File: src/rtl/hazard_pkg.sv
// Shared definitions for the hazard/forwarding controller: pipeline optype
// encoding, operand-forward select codes and the forward-select priority chain.
package hazard_pkg;

  // Hazard class carried by each in-flight instruction.
  typedef enum logic [1:0] {
    OPT_NONE  = 2'b00,
    OPT_ALU   = 2'b01,
    OPT_LOAD  = 2'b10,
    OPT_STORE = 2'b11
  } optype_e;

  // Operand-forward mux selects seen by the EXE stage.
  localparam logic [2:0] FWD_RF      = 3'd0;
  localparam logic [2:0] FWD_EXE     = 3'd1;
  localparam logic [2:0] FWD_MEM_ALU = 3'd2;
  localparam logic [2:0] FWD_MEM_LD  = 3'd3;
  localparam logic [2:0] FWD_WB      = 3'd4;

  // Per-stage register match for one ID source operand.
  typedef struct packed {
    logic exe;
    logic mem;
    logic wb;
  } src_match_t;

  // Youngest producer wins: EXE, then MEM, then WB.
  function automatic logic [2:0] fwd_select(input src_match_t m,
                                            input optype_e    opt_exe,
                                            input optype_e    opt_mem,
                                            input optype_e    opt_wb);
    if (m.exe && opt_exe == OPT_ALU)                          return FWD_EXE;
    if (m.mem && opt_mem == OPT_ALU)                          return FWD_MEM_ALU;
    if (m.mem && opt_mem == OPT_LOAD)                         return FWD_MEM_LD;
    if (m.wb && (opt_wb == OPT_ALU || opt_wb == OPT_LOAD))    return FWD_WB;
    return FWD_RF;
  endfunction

endpackage

File: src/rtl/hazard_mc_tracker.sv
// Multi-cycle EXE occupancy tracker. A MUL/DIV entering EXE loads the
// remaining-cycle count; the unit is busy while the count is nonzero.
module hazard_mc_tracker #(
  parameter int unsigned MC_LAT = 4
) (
  input  logic clk,
  input  logic rst_n,
  input  logic load_i,     // multi-cycle op latched into EXE this edge
  output logic mc_busy_o
);

  localparam int unsigned CW = $clog2(MC_LAT + 1);
  localparam logic [CW-1:0] LOAD_VAL = CW'(MC_LAT - 1);

  logic [CW-1:0] cnt_q, cnt_d;

  // Next count: reload on a new op, otherwise count down to zero.
  always_comb begin
    // NOTE: assign a default before any branch so no path leaves cnt_d unassigned (no latch).
    cnt_d = cnt_q;
    if (load_i) begin
      cnt_d = LOAD_VAL;
    end else if (cnt_q != '0) begin
      cnt_d = cnt_q - CW'(1);
    end
  end

  // Count register, cleared asynchronously so a reset mid-op drops busy at once.
  always_ff @(posedge clk or negedge rst_n) begin
    // NOTE: non-blocking (<=) so every flop samples pre-edge values.
    if (!rst_n) cnt_q <= '0;
    else        cnt_q <= cnt_d;
  end

  assign mc_busy_o = (cnt_q != '0);

endmodule

File: src/rtl/hazard_unit_mc.sv
// Hazard/forwarding controller for the 5-stage core, sitting beside ID.
// Tracks each in-flight instruction's optype through EXE/MEM/WB, resolves
// load-use and multi-cycle stalls, branch flushes and operand forwarding.
// Optional perf counters are built when HAZARD_PERF_CNT_EN is defined;
// otherwise stall_cycles/flush_count are tied to zero.
module hazard_unit_mc
  import hazard_pkg::*;
#(
  parameter int unsigned REG_AW = 5,
  parameter int unsigned MC_LAT = 4,
  parameter int unsigned CNT_W  = 32
) (
  input  logic              clk,
  input  logic              rst_n,
  input  logic              Branch_ID,
  input  logic              rs1use_ID,
  input  logic              rs2use_ID,
  input  logic              mc_ID,
  input  logic [1:0]        hazard_optype_ID,
  input  logic [REG_AW-1:0] rs1_ID,
  input  logic [REG_AW-1:0] rs2_ID,
  input  logic [REG_AW-1:0] rd_EXE,
  input  logic [REG_AW-1:0] rd_MEM,
  input  logic [REG_AW-1:0] rd_WB,
  input  logic [REG_AW-1:0] rs2_EXE,
  output logic              PC_EN_IF,
  output logic              reg_FD_EN,
  output logic              reg_FD_flush,
  output logic              reg_DE_EN,
  output logic              reg_DE_flush,
  output logic              reg_EM_EN,
  output logic              reg_EM_flush,
  output logic              reg_MW_EN,
  output logic [2:0]        forward_ctrl_A,
  output logic [2:0]        forward_ctrl_B,
  output logic              forward_ctrl_ls,
  output logic              mc_busy,
  output logic [CNT_W-1:0]  stall_cycles,
  output logic [CNT_W-1:0]  flush_count
);

  optype_e opt_id;
  optype_e opt_exe_q, opt_mem_q, opt_wb_q;
  optype_e opt_exe_d, opt_mem_d, opt_wb_d;
  src_match_t match_a, match_b;
  logic load_use;
  logic mc_start;

  assign opt_id = optype_e'(hazard_optype_ID);

  // A source depends on a producer only if it is really read and rd is not x0.
  function automatic logic src_hit(input logic use_f,
                                   input logic [REG_AW-1:0] rs,
                                   input logic [REG_AW-1:0] rd);
    return use_f && (rd != '0) && (rs == rd);
  endfunction

  assign match_a = '{exe: src_hit(rs1use_ID, rs1_ID, rd_EXE),
                     mem: src_hit(rs1use_ID, rs1_ID, rd_MEM),
                     wb:  src_hit(rs1use_ID, rs1_ID, rd_WB)};
  assign match_b = '{exe: src_hit(rs2use_ID, rs2_ID, rd_EXE),
                     mem: src_hit(rs2use_ID, rs2_ID, rd_MEM),
                     wb:  src_hit(rs2use_ID, rs2_ID, rd_WB)};

  // Load in EXE feeding ID. A store's rs2 is only data, which the MEM-load
  // path supplies one cycle later, so it does not stall.
  assign load_use = (opt_exe_q == OPT_LOAD) &&
                    (match_a.exe || (match_b.exe && opt_id != OPT_STORE));

  assign forward_ctrl_A  = fwd_select(match_a, opt_exe_q, opt_mem_q, opt_wb_q);
  assign forward_ctrl_B  = fwd_select(match_b, opt_exe_q, opt_mem_q, opt_wb_q);
  assign forward_ctrl_ls = (rd_MEM != '0) && (rs2_EXE == rd_MEM) &&
                           (opt_exe_q == OPT_STORE) && (opt_mem_q == OPT_LOAD);

  assign reg_EM_EN = 1'b1;
  assign reg_MW_EN = 1'b1;

  // Pipeline enables/flushes; busy beats load-use beats branch, so a branch
  // seen under a stall is simply re-evaluated once the stall clears.
  always_comb begin
    PC_EN_IF     = 1'b1;
    reg_FD_EN    = 1'b1;
    reg_FD_flush = 1'b0;
    reg_DE_EN    = 1'b1;
    reg_DE_flush = 1'b0;
    reg_EM_flush = 1'b0;
    if (mc_busy) begin
      PC_EN_IF     = 1'b0;
      reg_FD_EN    = 1'b0;
      reg_DE_EN    = 1'b0;
      reg_EM_flush = 1'b1;
    end else if (load_use) begin
      PC_EN_IF     = 1'b0;
      reg_FD_EN    = 1'b0;
      reg_DE_flush = 1'b1;
    end else begin
      reg_FD_flush = Branch_ID;
    end
  end

  // A multi-cycle op starts only when it really enters EXE.
  assign mc_start = mc_ID && !reg_DE_flush && !mc_busy;

  hazard_mc_tracker #(
    .MC_LAT(MC_LAT)
  ) u_mc_tracker (
    .clk      (clk),
    .rst_n    (rst_n),
    .load_i   (mc_start),
    .mc_busy_o(mc_busy)
  );

  // Optype shift: while busy EXE holds its op and MEM receives a bubble.
  always_comb begin
    opt_wb_d = opt_mem_q;
    if (mc_busy) begin
      opt_exe_d = opt_exe_q;
      opt_mem_d = OPT_NONE;
    end else begin
      opt_exe_d = reg_DE_flush ? OPT_NONE : opt_id;
      opt_mem_d = opt_exe_q;
    end
  end

  // Optype registers for EXE/MEM/WB.
  always_ff @(posedge clk or negedge rst_n) begin
    if (!rst_n) begin
      opt_exe_q <= OPT_NONE;
      opt_mem_q <= OPT_NONE;
      opt_wb_q  <= OPT_NONE;
    end else begin
      opt_exe_q <= opt_exe_d;
      opt_mem_q <= opt_mem_d;
      opt_wb_q  <= opt_wb_d;
    end
  end

`ifdef HAZARD_PERF_CNT_EN
  logic [CNT_W-1:0] stall_q, flush_q;

  // Saturating counts of front-end stall cycles and IF/ID flush cycles.
  always_ff @(posedge clk or negedge rst_n) begin
    if (!rst_n) begin
      stall_q <= '0;
      flush_q <= '0;
    end else begin
      if (!PC_EN_IF && stall_q != '1) stall_q <= stall_q + CNT_W'(1);
      if (reg_FD_flush && flush_q != '1) flush_q <= flush_q + CNT_W'(1);
    end
  end

  assign stall_cycles = stall_q;
  assign flush_count  = flush_q;
`else
  assign stall_cycles = '0;
  assign flush_count  = '0;
`endif

endmodule

File: config.mk
export PLATFORM = sky130hd
export DESIGN_NAME = hazard_unit_mc
export DESIGN_NICKNAME = d
export VERILOG_FILES = /design/src/rtl/hazard_pkg.sv /design/src/rtl/hazard_mc_tracker.sv /design/src/rtl/hazard_unit_mc.sv
export SDC_FILE = /design/constraint.sdc
export NUM_CORES = 1
export LEC_CHECK = 0
export BUFFER_PORTS_ARGS = -buffer_cell sky130_fd_sc_hd__buf_2
export CAP_MARGIN = 10
export CORE_UTILIZATION = 25
export CTS_CLUSTER_DIAMETER = 200
export DETAILED_ROUTE_END_ITERATION = 16
export GPL_ROUTABILITY_DRIVEN = 0
export PLACE_DENSITY = 0.61
export RECOVER_POWER = 100
export REMOVE_ABC_BUFFERS = 1
export SKIP_CTS_REPAIR_TIMING = 1
export SYNTH_ARGS = -nofsm -noshare
export SYNTH_HDL_FRONTEND = slang
export SYNTH_SLANG_ARGS = --single-unit
File: constraint.sdc
create_clock -name clk -period 1.46 [get_ports clk]
set_input_delay 0.073 -clock clk [delete_from_list [all_inputs] [get_ports clk]]
set_output_delay 0.073 -clock clk [all_outputs]
set_load 0.03 [all_outputs]
# Word-level counts from Yosys, hierarchy flattened
# Index checks and enable logic that the tools add are counted.
# W data, S select, Z words.
word_totals:
  regBits: 9
  in_bits: 38
  output_inout_bits: 80
  word_cells: 104
op_classes:
  n_addsub: 1
  eq_ne: 15
  n_mux: 48
  reduce_logical: 36
ops:
  columns: ["op", "count"]
  rows:
  - ["$mux W3", 18]
  - ["$eq A5 B5 Y1", 7]
  - ["$mux W1", 28]
  - ["$logic_and A1 B1 Y1", 27]
  - ["$reduce_bool A5 Y1", 3]
  - ["$eq A2 B2 Y1 const B", 4]
  - ["$eq A2 B1 Y1 const B", 3]
  - ["$mux W2", 2]
  - ["$reduce_bool A3 Y1", 1]
  - ["$sub A3 B1 Y3 const B", 1]
  - ["$logic_not A1 Y1", 2]
  - ["$logic_or A1 B1 Y1", 2]
  - ["$ne A2 B2 Y1 const B", 1]
  - ["$reduce_bool A2 Y1", 1]

# Depth between registers and ports, before layout
# Gate-level depths: netlist of run 1.
depth:
  ltp_word: 15
  depth_mapped: 8

# Hierarchy
# A second synthesis of run 1 with hierarchy kept.
unflattened:
  hier_cells: 184
  area_unflattened_um2: 1477.7
modules_own_cells:
  columns: ["module", "n_inst", "cells_each", "area_per_inst_um2"]
  rows:
  - ["hazard_unit_mc", 1, 167, 1305.0]
  - ["hazard_mc_tracker", 1, 17, 172.7]

# Least setup slack after synthesis of run 1
# Ideal clock, no wire load.
synth_timing:
  kind: "flip-flop to flip-flop"
  startpoint: "register u_mc_tracker.cnt_q[0]"
  endpoint: "register u_mc_tracker.cnt_q[0]"
  setup_ps: 125
  arrival_time_ps: 1817
  t_required_ps: 1335
  setup_slack_ps: -481
  stages_incl_launch_ff: 9
  period_less_slack_ps: 1941
  cell_sequence: "dfrtp_1 -> inv_1 -> ha_1 -> nand2b_1 -> clkbuf_1 -> inv_1 -> nand2_1 -> a31o_1 -> mux2_2"
synth_between:
  elab_chain_len: 6
  elab_cells_between_ends: 10
synth_rtl:
  columns: ["item", "line_no", "source"]
  rows:
  - ["start: declaration", "hazard_mc_tracker.sv:15", "logic [CW-1:0] cnt_q, cnt_d;"]
  - ["start signal: assignment", "hazard_mc_tracker.sv:32", "else cnt_q <= cnt_d;"]
  - ["$reduce_bool A3 Y1 (*)", "hazard_mc_tracker.sv:35", "assign mc_busy_o = (cnt_q != '0);"]
  - ["net mc_busy", "hazard_unit_mc.sv:37", "output logic mc_busy,"]
  - ["$mux W1", "hazard_unit_mc.sv:87", "if (mc_busy) begin"]
  - ["$logic_not A1 Y1", "hazard_unit_mc.sv:102", "assign mc_start = mc_ID && !reg_DE_flush && !mc_busy;"]
  - ["$logic_and A1 B1 Y1 (2 in series)", "hazard_unit_mc.sv:102", null]
  - ["$mux W3 or $reduce_bool A2 Y1 (tied branches)", null, null]
# The timed path passes the listed nets; every way through them passes the cells marked *. The select of a mux whose other input is x is not followed.
# A chain may end at the register's enable or synchronous reset.

# Worst setup path after layout of run 1
layout_timing:
  startpoint: "input rd_EXE[3]"
  endpoint: "output reg_DE_flush"
layout_between:
  elab_chain_len: 8
  elab_cells_between_ends: 12
layout_rtl:
  columns: ["item", "line_no", "source"]
  rows:
  - ["start: declaration", "hazard_unit_mc.sv:22", "input logic [REG_AW-1:0] rd_EXE,"]
  - ["$reduce_bool A5 Y1", "hazard_unit_mc.sv:55", "return use_f && (rd != '0) && (rs == rd);"]
  - ["$logic_and A1 B1 Y1 (2 in series)", "hazard_unit_mc.sv:55", null]
  - ["$logic_and A1 B1 Y1", "hazard_unit_mc.sv:68", "(match_a.exe || (match_b.exe && opt_id != OPT_STORE));"]
  - ["$logic_or A1 B1 Y1 (*)", "hazard_unit_mc.sv:68", null]
  - ["$logic_and A1 B1 Y1 (*)", "hazard_unit_mc.sv:67", "assign load_use = (opt_exe_q == OPT_LOAD) &&"]
  - ["$mux W1 (*)", "hazard_unit_mc.sv:92", "end else if (load_use) begin"]
  - ["$mux W1 (*)", "hazard_unit_mc.sv:87", null]
  - ["end: declaration", "hazard_unit_mc.sv:30", "output logic reg_DE_flush,"]
# Mark *: on every way between the ends. The rest lies on a longest branch, timed or not.

==> results of run 1 <==
## worst min path at each step
stage                                         to  slack, ps  cells after the start           startpoint
3_3_place_gp   u_mc_tracker.cnt_q[0]$_DFFE_PN0P_        -60                      1                rst_n
2_1_floorplan           opt_exe_q[0]$_DFFE_PN0P_       -220                      0                rst_n
5_1_grt                 opt_exe_q[1]$_DFFE_PN0P_        160                      3  hazard_optype_ID[1]
6_report                opt_exe_q[1]$_DFFE_PN0P_        130                      3  hazard_optype_ID[1]
3_5_place_dp   u_mc_tracker.cnt_q[2]$_DFFE_PN0P_        -60                      1                rst_n
4_1_cts        u_mc_tracker.cnt_q[1]$_DFFE_PN0P_       -310                      1                rst_n
## through the flow
stage	setup TNS (ps)	hold slack (ps)	instances	power (mW)	util [%]
floorplan	-6060	-223	179	1.13	-
global placement	-2410	-61.5	329	1.52	31.3
detailed placement	-2720	-56.9	329	1.53	31.3
CTS	-2600	-308	333	1.84	32.1
global route	-2970	164	337	2.16	36.9
finish	-1790	132	337	2.01	36.9
## power groups by stage
stage / logic [mW] / clock network [mW] / registers, mW
after floorplan: 0.729 / 0 / 0.400
after global placement: 1.12 / 0 / 0.397
after detailed placement: 1.13 / 0 / 0.402
after CTS: 1.13 / 0.305 / 0.399
after global routing: 1.43 / 0.323 / 0.415
final: 1.30 / 0.298 / 0.404
## layout by cell type, fill, tap and decap left out, drive strengths merged, types with 4 or more instances in the layout
cell type,count
nor4,4
clkbuf,8
xor2,10
buf,77
nand2,9
conb,66
xnor2,27
nor2,5
nor3,8
dfrtp,9
nand4,8
## area by class of cell
type	instances	area (um^2)
fillers	572	3540
multi-input cells	167	1130
repair buffers	82	569
flip-flops and latches	9	225
well taps	72	90.1
clock buffers	4	45.0
inverters	3	11.3
## synth_stat cells
| library cell | number | share of area (%) |
|---|---|---|
| nor4_1 | 4 | 1.7 |
| and4b_1 | 1 | 0.68 |
| mux2_2 | 2 | 1.5 |
| clkbuf_1 | 1 | 0.25 |
| buf_4 | 68 | 34 |
| a211oi_1 | 2 | 1.0 |
| nor3b_1 | 2 | 1.0 |
| xor2_1 | 10 | 5.9 |
| nor3_1 | 8 | 2.7 |
| o21ai_0 | 1 | 0.34 |
| xnor2_1 | 27 | 16 |
| or4_4 | 1 | 0.76 |
| a2111oi_0 | 1 | 0.59 |
| nand4_1 | 8 | 3.4 |
| inv_1 | 3 | 0.76 |
| or3_2 | 1 | 0.51 |
| nor2_1 | 5 | 1.3 |
| or4_1 | 2 | 1.0 |
| nor2b_1 | 3 | 1.3 |
| dfrtp_1 | 9 | 15 |
| nand2_1 | 9 | 2.3 |
| conb_1 | 2 | 0.51 |
| nand2b_1 | 2 | 0.85 |
| a21o_1 | 2 | 1.0 |
| a31o_1 | 1 | 0.59 |
| nand3_1 | 1 | 0.34 |
| and2_1 | 2 | 0.85 |
| a21oi_1 | 3 | 1.0 |
| ha_1 | 2 | 1.7 |
| a21boi_0 | 1 | 0.51 |
## metal layers
metal  global-route usage (%)  up-vias
li1                         -      637
met5                        0        -
met3                     2.99        6
met4                     2.55        0
met2                     23.0       66
met1                     12.6      627
## registers in the layout, summed over array words and instances, names as in the netlist
name,flops
opt_wb_q,2
u_mc_tracker.cnt_q,3
opt_exe_q,2
opt_mem_q,2
## cells by family (layout without fill, tap and decap cells)
kind of cell | after synthesis | in the layout | synth area share, %
buffers and inverters | 72 | 89 | 35.5
AND/OR/NAND/NOR | 49 | 49 | 18.6
AO/OA/AOI/OAI | 11 | 11 | 5.07
other | 2 | 66 | 0.507
multiplexers | 2 | 2 | 1.52
XOR/XNOR | 37 | 37 | 21.9
flip-flops | 9 | 9 | 15.2
adder cells (fa/ha/maj) | 2 | 2 | 1.69
## tightest hold or removal path, cell delays in order
cell and delay [ps]:
buf_2 110, nand2_1 50, o21ai_0 70
==> impl_summary.txt, run 1 <==
----------------------------------------------------
[Layout]
  Final standard cell area without fillers ... 0.00207 mm^2
  Share of final-layout standard cells stronger than drive strength 1 ... 41.5%
  Area added between synthesis and finish ... 40.0%
  Final nets ... 306
  Diodes inserted ... 0

[Min path]
  Hold WC Path Type ... in2reg

[Power and ir drop]
  Cell internal power dissipation ... 1.05 mW
  Maximum ir drop on the vdd rail ... 0.477 mV
  Logic pwr share ... 65.0%
  Static Leakage ... 1.01 nW
  Sequential fraction of design power ... 20.1%
  Net switching power ... 958 uW
  Clock network power share ... 14.9%
  Switching power share of the total ... 47.7%
  Power density normalized to cell area ... 968 mW/mm^2

[Clock network]
  CTS clk-pin slew, worst paths ... 40 ps
  Buffer type at the clock tree root ... clkbuf_8
  H-tree lvl count ... 1
  Cts bufs inserted ... 3
  Buffer levels on the longest clock path ... 2
  Number of clock sinks ... 9
  CTS tree ... built
  Clock latency of the later-clocked register in the worst-skew pair ... 240 ps

[GRT]
  Via count of the first global-routing pass ... 1223
  Maximum number of pins on one net before global-route repair ... 10
  Antenna violations before repair ... 0
  GRT Overall Usage ... 11.8%
  Total congestion overflow ... 0
  First-pass GRT wire length ... 5.66 mm

[Timing]
  Worst Skew ... 9.29 ps
  Number of hold-slack violations in the final timing report ... 0
  Transition time at the pin with the least slew margin ... 535 ps
  Max-slew violation count ... 0
  Clock period minus worst slack ... 1690 ps
  Max Freq ... 0.592 GHz
  Final period util ... 116%
  Worst Setup Slack, final ... -229 ps
  Setup violation total in the final timing report ... 15
  RSZ-0062 raised after global routing ... yes
  Max transition margin ... 64.3%

[Yosys]
  Share of synthesized area occupied by flip-flops and latches ... 15.2%
  Yosys Warn Count ... 0
  Area of the mapped netlist ... 0.00148 mm^2
  Count of distinct cell types in the synthesized netlist ... 30
  Cell count after synthesis ... 184
  Yosys reg bits ... 9
  Avg Inst Size Synth ... 8.04 um^2

[Floorplanning]
  CORE AREA ... 0.00561 mm^2
  Initial standard-cell utilization of the core ... 26.4%
  Total Die Area ... 0.00623 mm^2
  Die width ... 78.9 um
  IO Pins ... 118
  Row count ... 27
  Overall die height ... 78.9 um

[Setup path]
  Worst setup endpoint ... reg_DE_flush
  Kind of cell adding the most delay to the critical path ... simple AND/OR/NAND/NOR gates
  Reg2Reg Launch Point ... u_mc_tracker.cnt_q[1]$_DFFE_PN0P_
  Arrival @ worst endpoint ... 1620 ps
  Crit-path most repeated cell ... buf_6
  Startpoint-to-endpoint class of the critical path ... in2out
  Flop-to-flop setup slack ... -40 ps
  Worst-path maximum fanout ... 3
  Startpoint class of the critical path ... input port
  Critical path cell sequence ... buf_8, xnor2_2, nand4_1, or4_4, buf_6, a211oi_4, buf_6
  Cell with the largest stage delay on the worst path ... or4_4
  Critical R2R Capture ... u_mc_tracker.cnt_q[0]$_DFFE_PN0P_
  Crit path depth ... 7
  CP Data Required Time ... 1390 ps
  Delay of the slowest critical-path stage ... 600 ps
  Endpoint type of the worst setup path ... output port
  Crit path buffers/inverters ... 3
  Launching element of the worst setup path ... rd_EXE[3]
  Number of cell instances on the worst register-to-register path ... 7

[Routing]
  1st-iter DRT viols ... 38
  Detailed-route DRC error count ... 0
  Routed Wire Length ... 3.70 mm
  Met2 wirelength from detailed routing ... 2.02 mm
  Number of vias after detailed routing ... 1336
  Router iterations before antenna repair ... 4
  Average wire per standard cell ... 11.0 um
  Highest metal layer with signal wires ... met4
  Post-Route M1 WL ... 1.40 mm
  Via/cell ratio ... 3.96
  WL met3 ... 217 um
  Antenna-violating nets left ... 0

[Placement]
  Count of input and output buffers ... 51
  HPWL after DPL ... 3.11 mm
  Placement Setup Slack ... -262 ps
  Placed instance area ... 0.00175 mm^2

[Run status]
  Violations in the final reports ... negative setup slack
  Result of the run ... finished with violations

[Job]
  Max-cap check violation count ... 0

----------------------------------------------------
Note: power is estimated with default switching activity, not from simulation.
==> run 2: changes to the inputs <==
--- a/config.mk
+++ b/config.mk
@@ -11,9 +11,10 @@
 export CTS_CLUSTER_DIAMETER = 200
 export DETAILED_ROUTE_END_ITERATION = 16
 export GPL_ROUTABILITY_DRIVEN = 0
-export PLACE_DENSITY = 0.61
+export PLACE_DENSITY = 0.59
 export RECOVER_POWER = 100
 export REMOVE_ABC_BUFFERS = 1
+export SETUP_SLACK_MARGIN = 0.5
 export SKIP_CTS_REPAIR_TIMING = 1
 export SYNTH_ARGS = -nofsm -noshare
 export SYNTH_HDL_FRONTEND = slang
==> constraint.sdc (replaced) <==
create_clock -name clk -period 2.1 [get_ports clk]
set_input_delay 0.105 -clock clk [delete_from_list [all_inputs] [get_ports clk]]
set_output_delay 0.105 -clock clk [all_outputs]
set_load 0.03 [all_outputs]
==> impl_summary.txt, run 2 (same netlist as run 1, synthesis figures left out) <==
----------------------------------------------------
[GRT]
  First-pass GRT wire length ... 5.36 mm (was 5.66 mm)
  Total congestion overflow ... 0 (unchanged)
  Maximum number of pins on one net before global-route repair ... 10 (unchanged)
  Via count of the first global-routing pass ... 1101 (was 1223)
  GRT Overall Usage ... 11.2% (was 11.8%)
  Antenna violations before repair ... 0 (unchanged)

[Clock network]
  Number of clock sinks ... 9 (unchanged)
  H-tree lvl count ... 1 (unchanged)
  Clock latency of the later-clocked register in the worst-skew pair ... 240 ps (about the same)
  Buffer levels on the longest clock path ... 2 (unchanged)
  CTS clk-pin slew, worst paths ... 50 ps (was 40 ps)
  Cts bufs inserted ... 3 (unchanged)
  CTS tree ... built (unchanged)
  Buffer type at the clock tree root ... clkbuf_8 (unchanged)

[Timing]
  Max-slew violation count ... 0 (unchanged)
  Final period util ... 88.5%
  Transition time at the pin with the least slew margin ... 545 ps (was 535 ps)
  Number of hold-slack violations in the final timing report ... 0 (unchanged)
  RSZ-0062 raised after global routing ... yes (unchanged)
  Worst Skew ... 6.62 ps (was 9.29 ps)
  Setup violation total in the final timing report ... 0 (was 15)
  WHS ... 141 ps (was 132 ps)
  Clock period minus worst slack ... 1860 ps
  Max transition margin ... 63.6% (was 64.3%)
  Max Freq ... 0.538 GHz

[Power and ir drop]
  Clock network power share ... 15.4% (was 14.9%)
  Net switching power ... 647 uW (was 958 uW)
  Pwr Total ... 1.34 mW (was 2.01 mW)
  Switching power share of the total ... 48.2% (was 47.7%)
  Static Leakage ... 0.890 nW (was 1.01 nW)
  Logic pwr share ... 63.2% (was 65.0%)
  Sequential fraction of design power ... 21.4% (was 20.1%)
  Maximum ir drop on the vdd rail ... 0.362 mV (was 0.477 mV)
  Power density normalized to cell area ... 718 mW/mm^2 (was 968 mW/mm^2)
  Cell internal power dissipation ... 695 uW (was 1.05 mW)

[Layout]
  Commonest non-fill, non-tap cell in the layout ... conb_1 (unchanged)
  Diodes inserted ... 0 (unchanged)
  Share of final-layout standard cells stronger than drive strength 1 ... 32.5% (was 41.5%)
  Number of flip-flops under the largest register name ... 3 (unchanged)
  Area added between synthesis and finish ... 26.2% (was 40.0%)
  Most used cells in the layout excluding fill and tap cells ... 66 x conb_1, 30 x buf_2, 22 x xnor2_1 (was 66 x conb_1, 35 x buf_2, 31 x buf_4)
  Utilization of the core after routing ... 33.3% (was 36.9%)
  Final nets ... 284 (was 306)
  Register with the highest flop count ... u_mc_tracker.cnt_q (unchanged)

[Job]
  Max-cap check violation count ... 0 (unchanged)

[Setup path]
  Arrival @ worst endpoint ... 1750 ps (was 1620 ps)
  Endpoint type of the worst setup path ... output port (unchanged)
  CP Data Required Time ... 2000 ps (was 1390 ps)
  Startpoint class of the critical path ... input port (unchanged)
  Launching element of the worst setup path ... rd_EXE[3] (unchanged)
  Cell with the largest stage delay on the worst path ... or4_1 (was or4_4)
  Worst-path maximum fanout ... 5 (was 3)
  Reg2Reg Launch Point ... u_mc_tracker.cnt_q[0]$_DFFE_PN0P_ (was u_mc_tracker.cnt_q[1]$_DFFE_PN0P_)
  Flop-to-flop setup slack ... 520 ps (was -40 ps)
  Startpoint-to-endpoint class of the critical path ... in2out (unchanged)
  Delay of the slowest critical-path stage ... 710 ps (was 600 ps)
  Critical path cell sequence ... buf_6, xnor2_2, nand4_1, or4_1, nor3b_4, nor2b_1, clkbuf_1 (was buf_8, xnor2_2, nand4_1, or4_4, buf_6, a211oi_4, buf_6)

[Placement]
  HPWL after DPL ... 2.88 mm (was 3.11 mm)
  Count of input and output buffers ... 51 (unchanged)

[Routing]
  1st-iter DRT viols ... 30 (was 38)
  Number of vias after detailed routing ... 1229 (was 1336)
  Antenna-violating nets left ... 0 (unchanged)
  Average wire per standard cell ... 11.3 um (was 11.0 um)
  Routed Wire Length ... 3.57 mm (was 3.70 mm)
  Detailed-route DRC error count ... 0 (unchanged)
  Router iterations before antenna repair ... 3 (was 4)
  Via/cell ratio ... 3.90 (was 3.96)

[Floorplanning]
  Overall die height ... 78.9 um (unchanged)
  CORE AREA ... 0.00561 mm^2 (unchanged)
  Total Die Area ... 0.00623 mm^2 (unchanged)
  Initial standard-cell utilization of the core ... 26.4% (unchanged)
  Die width ... 78.9 um (unchanged)
  Row count ... 27 (unchanged)
  IO Pins ... 118 (unchanged)

[Min path]
  Hold WC Path Type ... in2reg (unchanged)
  Launch point of the worst hold path ... hazard_optype_ID[1] (unchanged)

[Run status]
  Result of the run ... finished clean (was finished with violations)

----------------------------------------------------
==> run 2: worst paths after layout <==
check | end | cells after the start
min in group asynchronous | u_mc_tracker.cnt_q[0]$_DFFE_PN0P_ | 2
worst max register to register | u_mc_tracker.cnt_q[0]$_DFFE_PN0P_ | 7
max in group asynchronous | opt_exe_q[0]$_DFFE_PN0P_ | 2
worst max-delay path | forward_ctrl_A[1] | 7
worst min-delay path | opt_exe_q[1]$_DFFE_PN0P_ | 3
worst min register to register | opt_wb_q[0]$_DFF_PN0_ | 0
==> run 2: final cells by class <==
type	instances	area, um^2
clock buffer	4	45.0
fill	586	3740
inverter	3	11.3
multi-input combinational	167	1090
sequential	9	228
tap	72	90.1
timing repair buffer	60	400
==> run 2: critical path, delay by kind of cell <==
family | cells | cell delay [ps]
xor gates and xnor gates | 1 | 140
buffers and inverters | 2 | 320
and+or+nand+nor | 4 | 1180
==> run 2: per-layer routing <==
metal  wire length (um)  track usage, %  vias to the layer above
met3                269            3.33                        0
met2               1910            21.5                       66
met1               1390            12.7                      567
met5                  0               0                        -
li1                   -               -                      596
met4                  0           0.545                        0
==> run 2: power by group through the flow <==
| stage | clock, mW | sequential (mW) | combinational, mW |
|---|---|---|---|
| after floorplan | 0 | 0.278 | 0.507 |
| after global placement | 0 | 0.293 | 0.672 |
| after detailed placement | 0 | 0.296 | 0.681 |
| after CTS | 0.210 | 0.293 | 0.684 |
| after global routing | 0.218 | 0.297 | 0.924 |
| final | 0.207 | 0.287 | 0.848 |
==> run 2: through the flow <==
step           cells  setup WS (ps)  area [um^2]  TNS, ps
3_5_place_dp     303            322         1560        0
2_1_floorplan    179          -63.6         1210    -67.0
6_report         315            241         1870        0
4_1_cts          307            318         1600        0
3_3_place_gp     303            336         1560        0
5_1_grt          315            173         1870        0
